==> config.mk <==
export PLATFORM = sky130hd
export DESIGN_NAME = uart_rx_cfg
export DESIGN_NICKNAME = d
export VERILOG_FILES = /design/src/rtl/uart_rx_cfg.sv
export SDC_FILE = /design/constraint.sdc
export NUM_CORES = 1
export LEC_CHECK = 0
export CAP_MARGIN = 20
export CORE_ASPECT_RATIO = 1.2
export CORE_MARGIN = 2
export CORE_UTILIZATION = 60
export CTS_CLUSTER_SIZE = 20
export DETAILED_ROUTE_END_ITERATION = 6
export PLACE_DENSITY = 0.76
export RECOVER_POWER = 50
export SLEW_MARGIN = 20
export SYNTH_ARGS = -nofsm -noshare
export SYNTH_HDL_FRONTEND = slang
export SYNTH_SLANG_ARGS = --single-unit
==> constraint.sdc <==
create_clock -name clk -period 3.82 [get_ports clk]
set_input_delay 0.382 -clock clk [delete_from_list [all_inputs] [get_ports clk]]
set_output_delay 0.382 -clock clk [all_outputs]
set_load 0.01 [all_outputs]
==> src/rtl/uart_rx_cfg.sv <==
// Configurable UART receiver: 5-9 data bits, optional parity, 1/2 stop bits,
// 3-sample majority voting, per-frame error/break flags and gap-based idle/eop.
module uart_rx_cfg #(
  parameter int unsigned CLK_FREQ     = 12000000,
  parameter int unsigned BAUD         = 115200,
  parameter int unsigned OVERSAMPLING = 16,
  parameter int unsigned DATA_BITS    = 8,
  parameter int unsigned PARITY       = 0,
  parameter int unsigned STOP_BITS    = 1,
  parameter int unsigned GAP_BITS     = 2
) (
  input  logic                 clk,
  input  logic                 resetn,
  input  logic                 rx,
  output logic [DATA_BITS-1:0] rx_data,
  output logic                 rx_valid,
  output logic                 rx_parity_err,
  output logic                 rx_frame_err,
  output logic                 rx_break,
  output logic                 rx_idle,
  output logic                 rx_eop
);

  localparam int unsigned INC     = BAUD * OVERSAMPLING;
  localparam int          OS_W    = $clog2(OVERSAMPLING);
  localparam int unsigned GAP_MAX = GAP_BITS * OVERSAMPLING;
  localparam int          GAP_W   = $clog2(GAP_MAX + 1);

  localparam logic [OS_W-1:0]  OS_MID   = OS_W'(OVERSAMPLING / 2);
  localparam logic [OS_W-1:0]  OS_LAST  = OS_W'(OVERSAMPLING - 1);
  localparam logic [GAP_W-1:0] GAP_FULL = GAP_W'(GAP_MAX);
  localparam logic [GAP_W-1:0] GAP_PRE  = GAP_W'(GAP_MAX - 1);
  localparam logic [3:0]       DB_LAST  = 4'(DATA_BITS - 1);
  localparam logic [3:0]       SB_LAST  = 4'(STOP_BITS - 1);

  typedef enum logic [2:0] {
    S_IDLE, S_START, S_DATA, S_PARITY, S_STOP, S_WAIT_HIGH
  } state_t;

  // Phase accumulator: exact average tick rate, never realigned to the line.
  logic [31:0] acc;
  logic [32:0] acc_sum;
  logic        os_tick;

  assign acc_sum = {1'b0, acc} + 33'(INC);

  always_ff @(posedge clk or negedge resetn) begin
    if (!resetn) begin
      acc     <= '0;
      os_tick <= 1'b0;
    end else if (acc_sum >= 33'(CLK_FREQ)) begin
      acc     <= 32'(acc_sum - 33'(CLK_FREQ));
      os_tick <= 1'b1;
    end else begin
      acc     <= acc_sum[31:0];
      os_tick <= 1'b0;
    end
  end

  logic [1:0] sync;
  logic [2:0] hist;
  logic       rx_s;
  logic       maj;

  assign rx_s = sync[1];
  assign maj  = (hist[0] & hist[1]) | (hist[0] & hist[2]) | (hist[1] & hist[2]);

  always_ff @(posedge clk or negedge resetn) begin
    if (!resetn) begin
      sync <= 2'b11;
      hist <= 3'b111;
    end else begin
      sync <= {sync[0], rx};
      if (os_tick) hist <= {hist[1:0], rx_s};
    end
  end

  state_t               state;
  logic [OS_W-1:0]      os_cnt;
  logic [3:0]           bit_cnt;
  logic [DATA_BITS-1:0] data_sr;
  logic                 par_bit;
  logic                 par_err;
  logic                 ferr_acc;
  logic [GAP_W-1:0]     gap_cnt;
  logic                 frame_seen;
  logic                 at_sample;
  logic                 par_x;
  logic                 stop_fe;

  // The start bit is sampled mid-bit; every later bit exactly one bit-time on.
  assign at_sample = os_tick && ((state == S_START) ? (os_cnt == OS_MID) : (os_cnt == OS_LAST));
  assign par_x     = (^data_sr) ^ maj;
  assign stop_fe   = ferr_acc | ~maj;
  assign rx_idle   = (gap_cnt == GAP_FULL);

  always_ff @(posedge clk or negedge resetn) begin
    if (!resetn) begin
      state         <= S_IDLE;
      os_cnt        <= '0;
      bit_cnt       <= '0;
      data_sr       <= '0;
      par_bit       <= 1'b0;
      par_err       <= 1'b0;
      ferr_acc      <= 1'b0;
      gap_cnt       <= GAP_FULL;
      frame_seen    <= 1'b0;
      rx_data       <= '0;
      rx_valid      <= 1'b0;
      rx_parity_err <= 1'b0;
      rx_frame_err  <= 1'b0;
      rx_break      <= 1'b0;
      rx_eop        <= 1'b0;
    end else begin
      rx_valid <= 1'b0;
      rx_break <= 1'b0;
      rx_eop   <= 1'b0;

      if (state != S_IDLE) gap_cnt <= '0;

      if (os_tick && state != S_IDLE && state != S_WAIT_HIGH)
        os_cnt <= at_sample ? '0 : os_cnt + 1'b1;

      case (state)
        S_IDLE: begin
          if (os_tick) begin
            if (!rx_s) begin
              state   <= S_START;
              os_cnt  <= '0;
              gap_cnt <= '0;
            end else if (gap_cnt != GAP_FULL) begin
              gap_cnt <= gap_cnt + 1'b1;
              // eop only closes a packet that actually delivered a frame
              if (gap_cnt == GAP_PRE && frame_seen) begin
                rx_eop     <= 1'b1;
                frame_seen <= 1'b0;
              end
            end
          end
        end
        S_START: begin
          if (at_sample) begin
            if (maj) begin
              state <= S_IDLE;
            end else begin
              state    <= S_DATA;
              bit_cnt  <= '0;
              par_bit  <= 1'b0;
              par_err  <= 1'b0;
              ferr_acc <= 1'b0;
            end
          end
        end
        S_DATA: begin
          if (at_sample) begin
            data_sr <= {maj, data_sr[DATA_BITS-1:1]};
            if (bit_cnt == DB_LAST) begin
              bit_cnt <= '0;
              state   <= (PARITY != 0) ? S_PARITY : S_STOP;
            end else begin
              bit_cnt <= bit_cnt + 1'b1;
            end
          end
        end
        S_PARITY: begin
          if (at_sample) begin
            par_bit <= maj;
            par_err <= (PARITY == 1) ? par_x : ~par_x;
            state   <= S_STOP;
          end
        end
        S_STOP: begin
          if (at_sample) begin
            if (bit_cnt == SB_LAST) begin
              rx_valid      <= 1'b1;
              rx_data       <= data_sr;
              rx_parity_err <= par_err;
              rx_frame_err  <= stop_fe;
              rx_break      <= stop_fe && (data_sr == '0) && !par_bit;
              frame_seen    <= 1'b1;
              // A good frame returns mid-stop so back-to-back starts are caught.
              state         <= stop_fe ? S_WAIT_HIGH : S_IDLE;
            end else begin
              ferr_acc <= stop_fe;
              bit_cnt  <= bit_cnt + 1'b1;
            end
          end
        end
        S_WAIT_HIGH: begin
          if (os_tick && maj) state <= S_IDLE;
        end
        default: state <= S_IDLE;
      endcase
    end
  end

endmodule

# ---- Word level (Yosys, flattened, before mapping)
# Cells that the tools add are included.
# Widths: inputs -> output; s select.
dict set report totals {
  wordCells 143
  output_inout_bits 14
  regBits 80
  input_bits 3
}
dict set report op_classes {
  add_sub_neg 5
  n_eq_ne 26
  n_lt_le_gt_ge 1
  bitwise_logic 9
  n_reduce_logical 24
  mux 59
}
# cell count
set ops {}
lappend ops {{$mux 4} 11}
lappend ops {{$add 32x21->33 const B} 1}
lappend ops {{$ge 33x24->1 const B} 1}
lappend ops {{$mux 32} 1}
lappend ops {{$sub 32x24->32 const B} 1}
lappend ops {{$mux 3} 10}
lappend ops {{$mux 6} 5}
lappend ops {{$ne 2x2->1 const B} 14}
lappend ops {{$mux 1} 25}
lappend ops {{$pmux 3 s6} 1}
lappend ops {{$pmux 4 s3} 1}
lappend ops {{$reduce_and 9->1} 1}
lappend ops {{$add 4x1->4 const B} 2}
lappend ops {{$eq 4x4->1 const B} 2}
lappend ops {{$logic_not 8->1} 1}
lappend ops {{$pmux 1 s2} 4}
lappend ops {{$reduce_xor 8->1} 1}
lappend ops {{$logic_and 1x1->1} 7}
lappend ops {{$reduce_and 7->1} 1}
lappend ops {{$add 6x1->6 const B} 1}
lappend ops {{$eq 3x2->1 const B} 2}
lappend ops {{$eq 3x3->1 const B} 2}
lappend ops {{$eq 6x5->1 const B} 1}
lappend ops {{$eq 6x6->1 const B} 1}
lappend ops {{19 further kinds} 27}

# ---- Longest topological paths before layout
dict set report depth {
  depth_word 10
  depth_mapped 12
}

# ---- Worst setup path before layout
# No wires, ideal clock.
dict set report synth_path {
  path_kind {reg2reg}
  from {register acc[13]}
  to {register acc[9]}
  setup_time_ns 0.125
  required_time_ns 3.695
  setup_slack_ns 1.177
  path_stages_with_launch 10
  n_path_buf 1
  period_less_slack_ns 2.643
  t_arrival_ns 2.518
  path_cell_list {dfrtp_1 ha_1 nand4_2 a211oi_2 xnor2_1 nand3b_1 nor4_2 and2_1 buf_6 mux2_2}
}
dict set report synth_via {
  elab_chain_len 3
}
# element line
set synth_rtl {}
lappend synth_rtl {{start: declaration} 41} ;# logic [31:0] acc;
lappend synth_rtl {{start signal: assignment} 52} ;# acc <= 32'(acc_sum - 33'(CLK_FREQ));
lappend synth_rtl {{start signal: assignment} 55} ;# acc <= acc_sum[31:0];
lappend synth_rtl {{$add 32x21->33} 45} ;# assign acc_sum = {1'b0, acc} + 33'(INC);
lappend synth_rtl {{$ge 33x24->1} 51} ;# end else if (acc_sum >= 33'(CLK_FREQ)) begin
lappend synth_rtl {{$mux 32} 51}
# No other way between the ends.
# A chain may end at the register's enable or synchronous reset.

# ---- Worst setup path in the final report
# Same ends and word-level chain as after synthesis.

==> results list <==
- Data required time of the critical path: 4.07 ns
- Post-detail-place hpwl: 5840 um
* #FFs+latches synth: 72
- Combined area of the multi-input logic cells: 0.00225 mm^2
* Initial cell density of the core: 0.620
* Fillcell total: 555
- Dividing total power by cell area gives a power density of 327 mW/mm^2.
* Final setup skew: 0.0119 ns
- Final Slew Violations: 40
* Transition time of the tightest slew-check pin: 2.05 ns
- The synthesized netlist occupies a cell area of 0.00425 mm^2.
* Leak Pwr: 1.92 nW
* First-pass GRT wire length: 13800 um
- Average via count per standard cell: 5.94
* Min Tclk post-route: 3.37 ns
- Top_reg_cell synth: dfrtp_1
- Number of enable-type register cells in the synthesized netlist: 0
- The startpoint identified for the worst hold timing path is sync[0].
- The worst pin sits at a relative slew slack of -0.364.
* Top cells by area, synth: dfrtp_1, xnor2_1, o21ai_0
- Setup violations remaining at the end of the flow were counted as 0.
- Global route total overflow: 0
* Iteration-0 DRC Markers: 225
- Final routed wire length divided by cell count: 15.1 um
- Remaining DRCs: 0
* Setup repair after global routing missed its margin: false
- Clock tree root driver cell: clkbuf_8
- Initial antenna violation count: 0
- The area growth from synthesis to layout is 8.19%.
- Endpoints failing hold: 0
- Number of top-level design ports: 17
- H-tree lvl count: 3
- At the end of routability-driven placement, the weighted congestion stood at 0.892.
* Crit-path max FO: 19
* Clock tree from TritonCTS: yes
- After clock tree synthesis, the clock-pin slew on the worst setup and hold paths is 0.08 ns.
- The share of synthesized area in the top cell type comes to 0.389.
- Of the cells placed in the final design, the portion with a size suffix greater than 1 is 0.117.
- Tracing the worst setup path back leads to its startpoint at acc[13].
* Overall die height: 96.2 um
- Classification of the worst-slack hold path: reg -> reg
* Global router's overall resource usage: 0.228
- Row generation in the floorplan step produced 33 rows.
- The count of nets left with antenna violations once routing finished came out at 0.
- Number of buffers created by CTS: 9
- Post-synth top cells: dfrtp_1, nand2_1, nor2_1, o21ai_0, xnor2_1
- The routed layout has 3213 vias.
* CP endpoint kind: register
- Summing all flip-flop and latch instances after layout gives 0.00181 mm^2.
- The biggest area contributor in the post-synthesis netlist is dfrtp_1.
- The flow ran to the end, but the final reports show violations.
- The tightest hold path in the finished design has a slack of 0.362 ns.
- Cell with the most instances after synthesis: dfrtp_1
- Data on the critical path arrives at its endpoint at 3.62 ns.
* Number of iterations in the first detailed-routing pass: 4
* Crit Path Category: reg -> reg
- Number of nets in the layout: 464
- Maximum clock rate: 297 MHz
* Core region area: 0.00685 mm^2
- After routing, the total negative slack on setup checks comes to 0 ns.
* Diode count: 0
* Count of mapped cells out of synthesis: 439
- Post-Synthesis Net Count: 454
- During synthesis, Yosys emitted a total of 0 warnings.
- Of all flip-flops after synthesis, the portion carrying an async set or reset was 1.00.
- Launch point of the worst reg-to-reg path: acc[13]
* Total Die Area: 0.00777 mm^2
- Largest net degree at the start of global routing: 40
* CTS sink cnt: 72
- Floorplan die width: 80.8 um
- A synthesized cell averages 9.68 um^2.
- For this block, the routed nets add up to 8160 um of wire.
- The clock reaches the later pin of the worst-skew pair after 0.36 ns.
- Cts hold-fix bufs: 0
* Post-CTS repair timing setup buffer count: 0
- In this run the deepest clock path goes through 2 buffers.
- Post-route fraction of the period consumed by the critical path: 0.882
* CTS resizes: 0
* Worst voltage drop across the vdd grid: 183 uV
- Sequential-to-total area share from yosys stat: 0.426
- Input and output buffers added on the ports amount to 16.
- Violated checks: capacitance limit, slew limit
* Crit path launch type: register
- Maximum Capacitance Violations: 1
- Synthesis instantiated 66 different standard cells from the library.
- The via count of the first global-routing pass is 3035.
layout make-up:
class,count,area share
Multi-Input combinational cell,327,0.490
Sequential cell,72,0.394
Timing Repair Buffer,19,0.0378
Clock buffer,11,0.0308
Tap cell,87,0.0237
Inverter,20,0.0163
Clock inverter,5,0.00735
flip-flops by register name, indices dropped and copies added (netlist names), 2 cells and up:
register,cells
hist,3
data_sr,8
state,3
acc,24
sync,2
bit_cnt,4
rx_data,8
os_cnt,4
gap_cnt,6
cell families (layout without fill, tap and decap cells):
group / count (synthesis) / in the layout / synth area share
mux: 16 / 16 / 0.0415
fa+ha+maj: 12 / 12 / 0.0353
flops: 72 / 72 / 0.426
simple gates: 158 / 158 / 0.205
compound gates: 96 / 96 / 0.154
buf+inv: 40 / 55 / 0.0436
xor+xnor: 45 / 45 / 0.0946
metrics by stage:
| step | instances | setup slack, ns | util | instance area, um^2 | power (mW) |
|---|---|---|---|---|---|
| finish | 541 | 0.450 | 0.671 | 4600 | 1.50 |
| global route | 541 | 0.166 | 0.671 | 4600 | 1.58 |
| CTS | 541 | 0.454 | 0.671 | 4600 | 1.52 |
| detailed placement | 525 | 0.473 | 0.645 | 4420 | 0.982 |
| global placement | 525 | 0.625 | 0.645 | 4420 | 0.979 |
| floorplan | 439 | 1.18 | - | 4250 | 0.942 |
power by group:
group	total [mW]	switching, mW	internal [mW]
clock	0.537	0.285	0.252
combinational	0.133	0.0792	0.0537
sequential	0.834	0.0433	0.791
total	1.50	0.407	1.10
layout by cell type, fill, tap and decap left out, drive strengths merged, types with 12 or more instances in the layout:
cell type and count:
mux2 13, ha 12, o21ai 36, inv 20, clkbuf 13, nor2 33
clkdlybuf4s50 14, nand2 37, nand3 16, xnor2 30, xor2 15, a21oi 20
dfrtp 66
path summary, 6_finish.rpt:
path                                   end  slack (ns)  cells past startpoint
worst min-delay path               sync[1]        0.36                      0
min in group asynchronous       rx_data[5]        0.60                      1
worst max-delay path                acc[9]        0.45                      8
worst max register to register      acc[9]        0.45                      8
worst min register to register     sync[1]        0.36                      0
max in group asynchronous         state[0]        1.49                      2
per-layer routing:
metal	vias to the layer above	global-route usage	routed length (um)
li1	1568	-	-
met1	1584	0.282	3640
met2	48	0.399	4190
met3	13	0.0328	212
met4	0	0.0918	120
met5	-	0	0
worst max-delay path, stage by stage, from the launching register on:
cell	delay, ns
dfrtp_1	0.49
ha_1	0.34
nand4_2	0.23
a211oi_2	0.37
xnor2_1	0.24
nand3b_1	0.21
nor4_2	0.33
and2_1	0.63
mux2_2	0.40
(Power assumes the default switching activity.)
